[config.mk]
export PLATFORM = sky130hd
export DESIGN_NAME = mux_41_rr_sel_flat
export DESIGN_NICKNAME = d
export VERILOG_FILES = /design/src/rtl/mux_41_rr_sel_pkg.sv /design/src/rtl/mux_41_rr_sel_if.sv /design/src/rtl/mux_41_rr_sel_pick.sv /design/src/rtl/mux_41_rr_sel.sv /design/src/flat_wrapper.sv
export SDC_FILE = /design/constraint.sdc
export NUM_CORES = 1
export LEC_CHECK = 0
export BUFFER_PORTS_ARGS = -buffer_cell sky130_fd_sc_hd__buf_2
export CAP_MARGIN = 10
export CORE_MARGIN = 2
export CORE_UTILIZATION = 35
export CTS_CLUSTER_SIZE = 8
export DETAILED_ROUTE_END_ITERATION = 8
export PLACE_DENSITY = 0.62
export SLEW_MARGIN = 20
export SYNTH_ARGS = -nofsm -noshare
export SYNTH_HDL_FRONTEND = slang
export SYNTH_SLANG_ARGS = --single-unit
[constraint.sdc]
create_clock -name clk -period 3.3 [get_ports clk]
set_input_delay 0.165 -clock clk [delete_from_list [all_inputs] [get_ports clk]]
set_output_delay 0.165 -clock clk [all_outputs]
set_load 0.1 [all_outputs]
[src/rtl/mux_41_rr_sel_pkg.sv]
// Shared types and constants for the 4-channel round-robin mux select arbiter.
package mux_41_rr_sel_pkg;

    localparam int unsigned NUM_CH = 4;
    localparam int unsigned SEL_W  = 2;

    typedef enum logic {
        ST_IDLE  = 1'b0,
        ST_GRANT = 1'b1
    } arb_state_e;

    function automatic logic [NUM_CH-1:0] onehot(input logic [SEL_W-1:0] idx);
        logic [NUM_CH-1:0] v;
        v      = '0;
        v[idx] = 1'b1;
        return v;
    endfunction

endpackage

[src/rtl/mux_41_rr_sel_if.sv]
// Request/grant bundle between the requesters (master) and the arbiter (slave).
interface mux_41_rr_sel_if;
    import mux_41_rr_sel_pkg::*;

    logic [NUM_CH-1:0] req_i;
    logic              release_i;
    logic [SEL_W-1:0]  sel_o;
    logic [NUM_CH-1:0] gnt_o;
    logic              valid_o;
    logic              timeout_o;

    modport master (
        output req_i, release_i,
        input  sel_o, gnt_o, valid_o, timeout_o
    );

    modport slave (
        input  req_i, release_i,
        output sel_o, gnt_o, valid_o, timeout_o
    );

endinterface

[src/rtl/mux_41_rr_sel_pick.sv]
// Combinational round-robin pick: first requester after ptr (ptr itself last),
// optionally masking out one channel (the current owner).
module rr_pick_41
    import mux_41_rr_sel_pkg::*;
(
    input  logic [NUM_CH-1:0] req_i,
    input  logic [SEL_W-1:0]  ptr_i,
    input  logic              excl_en_i,
    input  logic [SEL_W-1:0]  excl_idx_i,
    output logic              any_o,
    output logic [SEL_W-1:0]  idx_o
);
    logic [NUM_CH-1:0] masked;
    logic [SEL_W-1:0]  cand;

    always_comb begin
        masked = req_i;
        if (excl_en_i) begin
            masked[excl_idx_i] = 1'b0;
        end
        any_o = 1'b0;
        idx_o = '0;
        cand  = '0;
        // Walk farthest offset first so the nearest candidate overwrites last.
        for (int unsigned k = NUM_CH; k >= 1; k--) begin
            cand = ptr_i + SEL_W'(k);
            if (masked[cand]) begin
                any_o = 1'b1;
                idx_o = cand;
            end
        end
    end

endmodule

[src/rtl/mux_41_rr_sel.sv]
// Round-robin arbiter producing the 2-bit select for a 4:1 mux.
// Optional hold-limit forced release enabled by defining ARB_TIMEOUT_EN.
module mux_41_rr_sel
    import mux_41_rr_sel_pkg::*;
#(
    parameter int unsigned HOLD_MAX = 15,
    parameter int unsigned CNT_W    = 4
) (
    input  logic           clk,
    input  logic           rst,
    mux_41_rr_sel_if.slave arb
);
    arb_state_e        state_q, state_d;
    logic [SEL_W-1:0]  ptr_q, ptr_d;
    logic [SEL_W-1:0]  sel_q, sel_d;
    logic [NUM_CH-1:0] gnt_q, gnt_d;
    logic              valid_q, valid_d;

    logic              pick_any;
    logic [SEL_W-1:0]  pick_idx;
    logic [SEL_W-1:0]  grant_idx;
    logic              excl_en;
    logic              owner_req;
    logic              end_grant;
    logic              load_grant;
    logic              forced;

    if ((32'd1 << CNT_W) <= HOLD_MAX) begin : g_cfg_err
        $error("CNT_W too narrow for HOLD_MAX");
    end

    assign excl_en   = (state_q == ST_GRANT);
    assign owner_req = arb.req_i[sel_q];

    rr_pick_41 u_pick (
        .req_i      (arb.req_i),
        .ptr_i      (ptr_q),
        .excl_en_i  (excl_en),
        .excl_idx_i (sel_q),
        .any_o      (pick_any),
        .idx_o      (pick_idx)
    );

`ifdef ARB_TIMEOUT_EN
    logic [CNT_W-1:0] cnt_q, cnt_d;
    logic             timeout_q;

    assign forced = excl_en && !arb.release_i && owner_req
                    && (cnt_q == CNT_W'(HOLD_MAX - 1));

    always_comb begin
        cnt_d = cnt_q;
        if (load_grant || (state_d == ST_IDLE)) begin
            cnt_d = '0;
        end else if (cnt_q != CNT_W'(HOLD_MAX)) begin
            cnt_d = cnt_q + 1'b1;
        end
    end

    always_ff @(posedge clk) begin
        if (rst) begin
            cnt_q     <= '0;
            timeout_q <= 1'b0;
        end else begin
            cnt_q     <= cnt_d;
            timeout_q <= forced;
        end
    end

    assign arb.timeout_o = timeout_q;
`else
    assign forced        = 1'b0;
    assign arb.timeout_o = 1'b0;
`endif

    always_comb begin
        state_d    = state_q;
        ptr_d      = ptr_q;
        sel_d      = sel_q;
        gnt_d      = gnt_q;
        valid_d    = valid_q;
        end_grant  = 1'b0;
        load_grant = 1'b0;
        grant_idx  = pick_idx;
        case (state_q)
            ST_IDLE: begin
                load_grant = pick_any;
            end
            ST_GRANT: begin
                end_grant = arb.release_i || !owner_req || forced;
                if (end_grant) begin
                    if (pick_any) begin
                        load_grant = 1'b1;
                    end else if (owner_req) begin
                        // Sole requester still asking: hand the grant straight back.
                        load_grant = 1'b1;
                        grant_idx  = sel_q;
                    end else begin
                        state_d = ST_IDLE;
                        gnt_d   = '0;
                        valid_d = 1'b0;
                    end
                end
            end
            default: state_d = ST_IDLE;
        endcase
        if (load_grant) begin
            state_d = ST_GRANT;
            ptr_d   = grant_idx;
            sel_d   = grant_idx;
            gnt_d   = onehot(grant_idx);
            valid_d = 1'b1;
        end
    end

    always_ff @(posedge clk) begin
        if (rst) begin
            state_q <= ST_IDLE;
            ptr_q   <= '1;
            sel_q   <= '0;
            gnt_q   <= '0;
            valid_q <= 1'b0;
        end else begin
            state_q <= state_d;
            ptr_q   <= ptr_d;
            sel_q   <= sel_d;
            gnt_q   <= gnt_d;
            valid_q <= valid_d;
        end
    end

    assign arb.sel_o   = sel_q;
    assign arb.gnt_o   = gnt_q;
    assign arb.valid_o = valid_q;

endmodule

[src/flat_wrapper.sv]
// flat-port wrapper written by rule: the top's interface ports become plain ports
module mux_41_rr_sel_flat import mux_41_rr_sel_pkg::*;
#(
    parameter int unsigned HOLD_MAX = 15,
    parameter int unsigned CNT_W    = 4
)
  (clk, rst, arb_req_i, arb_release_i, arb_sel_o, arb_gnt_o, arb_valid_o, arb_timeout_o);
  mux_41_rr_sel_if arb_i ();
  input  logic clk;
  input  logic rst;
  input wire logic [$bits(arb_i.req_i)-1:0] arb_req_i;
  input wire logic [$bits(arb_i.release_i)-1:0] arb_release_i;
  output wire logic [$bits(arb_i.sel_o)-1:0] arb_sel_o;
  output wire logic [$bits(arb_i.gnt_o)-1:0] arb_gnt_o;
  output wire logic [$bits(arb_i.valid_o)-1:0] arb_valid_o;
  output wire logic [$bits(arb_i.timeout_o)-1:0] arb_timeout_o;
  assign arb_i.req_i = arb_req_i;
  assign arb_i.release_i = arb_release_i;
  assign arb_sel_o = arb_i.sel_o;
  assign arb_gnt_o = arb_i.gnt_o;
  assign arb_valid_o = arb_i.valid_o;
  assign arb_timeout_o = arb_i.timeout_o;
  mux_41_rr_sel #(.HOLD_MAX(HOLD_MAX), .CNT_W(CNT_W)) u_core (.clk(clk), .rst(rst), .arb(arb_i));
endmodule
==> results of run 1 <==
==> registers in the layout, indices dropped and copies added (netlist names) <==
signal	count
u_core.arb.gnt_o	4
u_core.arb.sel_o	2
u_core.arb.valid_o	1
u_core.excl_en	1
u_core.ptr_q	2
==> critical path, cell delays in order, from the launching register on <==
cell and delay [ns]:
dfxtp_1 0.60, mux4_2 0.60, and2_1 0.22, nand2b_1 0.13, a21boi_1 0.24, o21ai_0 0.12
nand2b_1 0.08
==> through the flow <==
stage                     area [um^2]  hold slack, ns  std cells  utilization (%)
after floorplan                   743           0.438         90                -
after global placement            798           0.440        123             40.3
after detailed placement          798           0.443        123             40.3
after CTS                         835           0.181        127             42.1
after global routing              835           0.198        127             42.1
final                             835           0.188        127             42.1
==> power breakdown <==
| group | internal, mW | switching (mW) |
|---|---|---|
| clock | 0.0669 | 0.0408 |
| combinational | 0.0820 | 0.200 |
| sequential | 0.143 | 0.0341 |
| total | 0.292 | 0.275 |
==> cell type report <==
type,instances,area [um^2],share of cell area [%]
clock buffers,4,36.3,4.35
inverters,8,30.0,3.60
multi-input cells,65,469,56.2
flip-flops and latches,10,200,24.0
well taps,27,33.8,4.05
repair buffers,13,65.1,7.80
==> cells by family (layout without fill, tap and decap cells) <==
family	Yosys count	in the layout	share of synthesized area (%)
muxes	4	4	7.91
AOI/OAI and AO/OA	31	31	32.3
and+or+nand+nor	29	29	22.4
DFF	10	10	26.9
other	1	1	0.505
buffers and inverters	15	25	9.93
==> cells in the mapped netlist (2+ instances only) <==
master and number:
nand3_1 2, nor2_1 5, a21oi_1 4, dfxtp_1 10, inv_1 7, o21ai_0 4
and3b_2 2, a221oi_1 2, nand2b_1 5, nand2_1 5, a311o_1 2, nor3_1 2
clkbuf_1 2, a31oi_1 2, buf_4 2, buf_2 2, o32ai_1 4
==> worst paths after layout <==
check / slack [ns] / startpoint / endpoint
max: 1.25 / u_core.arb.sel_o[0]$_SDFFE_PP0P_ / u_core.ptr_q[1]$_SDFFE_PP1P_
min: 0.19 / rst / u_core.excl_en$_SDFF_PP0_
max reg2reg: 1.25 / u_core.arb.sel_o[0]$_SDFFE_PP0P_ / u_core.ptr_q[1]$_SDFFE_PP1P_
min reg2reg: 0.46 / u_core.arb.gnt_o[3]$_SDFFE_PP0P_ / u_core.arb.gnt_o[3]$_SDFFE_PP0P_
==> per-layer routing <==
layer,wire length (um),track usage [%]
met1,851,20.8
met5,0,0
met3,61,1.82
met2,846,25.0
met4,12,6.94
==> results.cfg, run 1 <==
[final_layout]
nFillCells = 205
fin_nets = 108
final_common_cell = buf_2
layout-drive-gt1-share_pct = 28.0
layout_common_cells = buf_2 (13), dfxtp_1 (10), inv_1 (7)
insertedDiodeCount = 0
syn2layout_area_growth_pct = 12.3

[clocking]
clock_sinks = 10
cts_tree = yes
cts_setup_buffers = 0
clk_latency_ns = 0.26
clockBufferDepth = 2
cts_root_buf = clkbuf_4
htree_levels = 1
clkTransAtPathRegs_ns = 0.07
numCtsBuffers = 3
cts_hold_buf = 0
ctsResizeCount = 0

[routing]
ant_nets = 0
wl_mm = 1.77
drtPass1Iterations = 4
drt_iter0_drc = 17
route.detailed.drc = 0
viasPerCell = 5.65
via_count = 718
post_drt_wl_per_cell_um = 13.9

[global_route]
antenna_found_initial = 0
grt_pass1_wl_mm = 3.06
grt_pass1_vias = 652
grtUsageTotal_pct = 15.6
grt_overflow = 0
grt_max_degree = 15

[die]
start_util_pct = 37.5
dieArea_um2 = 2510
die_y_um = 50.1
core_region_area_um2 = 1980
rows = 16
ios = 15
die_w_um = 50.1

[timing]
setup_slack_ns = 1.25
fmax_mhz = 488
rsz0062_at_grt = false
setup_viol = 0
maxSlewViolCount = 0
period_share_pct = 62.0
skew_ns = 0.000780
fin_crit_ns = 2.05
timing.setup.tns_ns = 0
hold_viol_final = 0

[worst_setup_path]
endpoint_kind = flop
cp.required_ns = 3.51
arrival_ns = 2.25
rr_worst_depth = 6
crit_path_start_kind = flop
cp_max_fo = 12
worstSetupPathType = flop to flop

[logic_synthesis]
yosysWarnings = 0
ys_types = 45
yosysSeqAreaShare_pct = 26.9
syn_area_per_cell_um2 = 8.26
async_reset_ff_share_pct = 0
synth-edff-count = 0
netlist.area_leader.share_pct = 26.9
syn_area_um2 = 743
yosys.area.top_type = dfxtp_1
syn_nets = 97
synthFlopType = dfxtp_1
ys_seq_elements = 10
synthTopCellsByArea = dfxtp_1 (27%), o32ai_1 (4.7%), nand2b_1 (4.2%)
netlist_instances = 90

[placed_design]
post-place-ws_ns = 1.27
place_congestion = 0.901
hpwl_mm = 1.33
port_buffers = 13

[min_path]
holdCritPathClass = input port to flop
whs_path_depth = 2

[power]
power_density_nw_per_um2 = 679
total_power_mw = 0.566
ir_drop_v = 0.000452
leakagePower_nw = 0.333

[status]
status = finished clean

[run]
drv_cap = 0
No activity file was read; power rests on OpenSTA's default activity.
==> run 2, diff against run 1 <==
Settings changed: ABC_AREA set to 1.
Clock period 3.3 ns to 2 ns, I/O delays scaled along.
==> run 2 against run 1 <==
Final area is 2.5% higher. Sequential share of layout area down 0.30 points. Die area decreased by 1.7%. Clock skew is 0.011 ns higher. Critical path depth up 5. Final cell count grew 23%. Synthesized area shrank 1.9%. Global-route usage down 1.2 points. Wire length down 12%. Maximum frequency rose by 14%. Critical endpoint is now u_core.ptr_q[0]$_SDFFE_PP1P_.
==> results.cfg, run 2 <==
[clocking]
cts_root_buf = clkbuf_4
clockBufferDepth = 2
cts_setup_buffers = 0
clock_sinks = 10
cts_tree = yes
clk_latency_ns = 0.29
clkTransAtPathRegs_ns = 0.08
htree_levels = 1
numCtsBuffers = 3
cts_hold_buf = 0
ctsResizeCount = 0

[placed_design]
port_buffers = 13
place_congestion = 0.801
hpwl_mm = 1.25

[global_route]
antenna_found_initial = 0
grt_max_degree = 9
grtUsageTotal_pct = 14.4
grt_pass1_vias = 593
grt_pass1_wl_mm = 2.64
grt_overflow = 0

[timing]
skew_ns = 0.0114
hold_viol_final = 0
setup_viol = 0
fin_crit_ns = 1.80
holdWs_ns = 0.0691
period_share_pct = 89.9
fmax_mhz = 556
timing.setup.tns_ns = 0
maxSlewViolCount = 0
rsz0062_at_grt = false

[final_layout]
nFillCells = 212
fin_nets = 137
final_common_cell = nand2_1
largest_reg_flops = 4
insertedDiodeCount = 0
layout-drive-gt1-share_pct = 27.9
layout_common_cells = nand2_1 (27), nand3_1 (22), inv_1 (15), buf_2 (13)
syn2layout_area_growth_pct = 17.3

[logic_synthesis]
ys_top_cells_by_count = nand2_1 (27), nand3_1 (22), inv_1 (15)
synthFlopType = dfxtp_1
yosysMostFrequentCell = nand2_1
async_reset_ff_share_pct = 0
synth_top_family_by_area = simple AND/OR/NAND/NOR gates
synth-edff-count = 0
syn_area_per_cell_um2 = 6.40
netlist_instances = 114
syn_nets = 121
synthMuxAreaShare_pct = 0
yosysSeqAreaShare_pct = 27.4
synthTopCellsByArea = dfxtp_1 (27%), nand3_1 (15%), nand2_1 (14%)
synth_compound_gate_area_share_pct = 11.8
yosys.area.top_type = dfxtp_1
synthAdderAreaFrac_pct = 0
syn_area_um2 = 729
synth-simple-area-share_pct = 48.2
synthXorXnorAreaFrac_pct = 1.20
ys_types = 24
yosysWarnings = 0
netlist.area_leader.share_pct = 27.4
ys_seq_elements = 10

[routing]
wl_mm = 1.56
ant_nets = 0
drt_iter0_drc = 27
route.detailed.drc = 0
post_drt_wl_per_cell_um = 10.0
via_count = 744
viasPerCell = 4.77
drtPass1Iterations = 4

[die]
die_w_um = 49.7
ios = 15
core_region_area_um2 = 1960
die_y_um = 49.7
rows = 16
dieArea_um2 = 2470
start_util_pct = 37.2

[min_path]
holdCritPathClass = input port to flop
min_to = u_core.arb.sel_o[1]$_SDFFE_PP0P_
whs_path_depth = 2
min_from = rst

[worst_setup_path]
worstSetupPathType = flop to flop
rrSetupSlack_ns = 0.20
reg2reg_to = u_core.ptr_q[0]$_SDFFE_PP1P_
crit_path_start_kind = flop
cp.required_ns = 2.17
r2r-start = u_core.excl_en$_SDFF_PP0_
rr_worst_depth = 11
arrival_ns = 1.97
cp_max_fo = 8
endpoint_kind = flop

[run]
drv_cap = 0

[status]
status = finished clean
## run 2: changes by cell type after synthesis, moves of 3 or more
cell,previous run,this run
o21ai_0,4,1
nand2_4,0,4
a21oi_1,4,8
nand3_1,2,22
o32ai_1,4,0
nand2b_1,5,0
nand2_1,5,27
inv_1,7,15
## run 2: cell families (layout without fill, tap and decap cells)
family          count (synthesis)  count (layout)
flops                          10              10
compound gates                 14              14
simple gates                   68              68
xor+xnor                        1               1
other cells                     1               1
buf+inv                        20              35
## run 2: layout make-up
type	count	area, um^2	area share [%]
multi-input cells	84	450	52.6
flip-flops and latches	10	203	23.7
inverters	18	67.6	7.89
repair buffers	13	65.1	7.60
clock buffers	4	36.3	4.24
well taps	27	33.8	3.95
## run 2: how the worst max path moves through the flow
stage | start | end | slack [ns]
3_5_place_dp | u_core.excl_en$_SDFF_PP0_ | u_core.ptr_q[0]$_SDFFE_PP1P_ | 0.22
2_1_floorplan | u_core.arb.sel_o[0]$_SDFFE_PP0P_ | u_core.ptr_q[0]$_SDFFE_PP1P_ | 0.07
5_1_grt | u_core.excl_en$_SDFF_PP0_ | u_core.ptr_q[0]$_SDFFE_PP1P_ | 0.008
6_report | u_core.excl_en$_SDFF_PP0_ | u_core.ptr_q[0]$_SDFFE_PP1P_ | 0.20
4_1_cts | u_core.excl_en$_SDFF_PP0_ | u_core.ptr_q[0]$_SDFFE_PP1P_ | 0.21
3_3_place_gp | u_core.excl_en$_SDFF_PP0_ | u_core.ptr_q[0]$_SDFFE_PP1P_ | 0.21
## run 2: stage by stage
step           instances  setup WS (ns)  util [%]  cell area, um^2
3_3_place_gp         152          0.214      41.8              820
5_1_grt              156        0.00763      43.6              856
2_1_floorplan        114         0.0735         -              732
6_report             156          0.202      43.6              856
4_1_cts              156          0.211      43.6              856
3_5_place_dp         152          0.220      41.8              820
## run 2: worst max-delay path, cell delays in order (launching register included)
cell and delay (ns):
dfxtp_1 0.45, nand3_1 0.15, nand3_1 0.09, nand2_1 0.09, nor2_1 0.20, nand2_4 0.11
nand2_4 0.10, nand2_1 0.06, o21ai_2 0.10, inv_2 0.11, nand3_1 0.13, o211ai_1 0.09
## run 2: routing by layer
layer	up-vias	track usage [%]	wire length (um)
met2	10	20.4	708
met4	0	11.1	38
met3	3	1.82	25
li1	401	-	-
met5	-	0	0
met1	330	19.4	790
Power of run 2 is left out: the tool's default activity adds up to more than one toggle a clock period on the data nets, which glitch-free logic cannot reach.
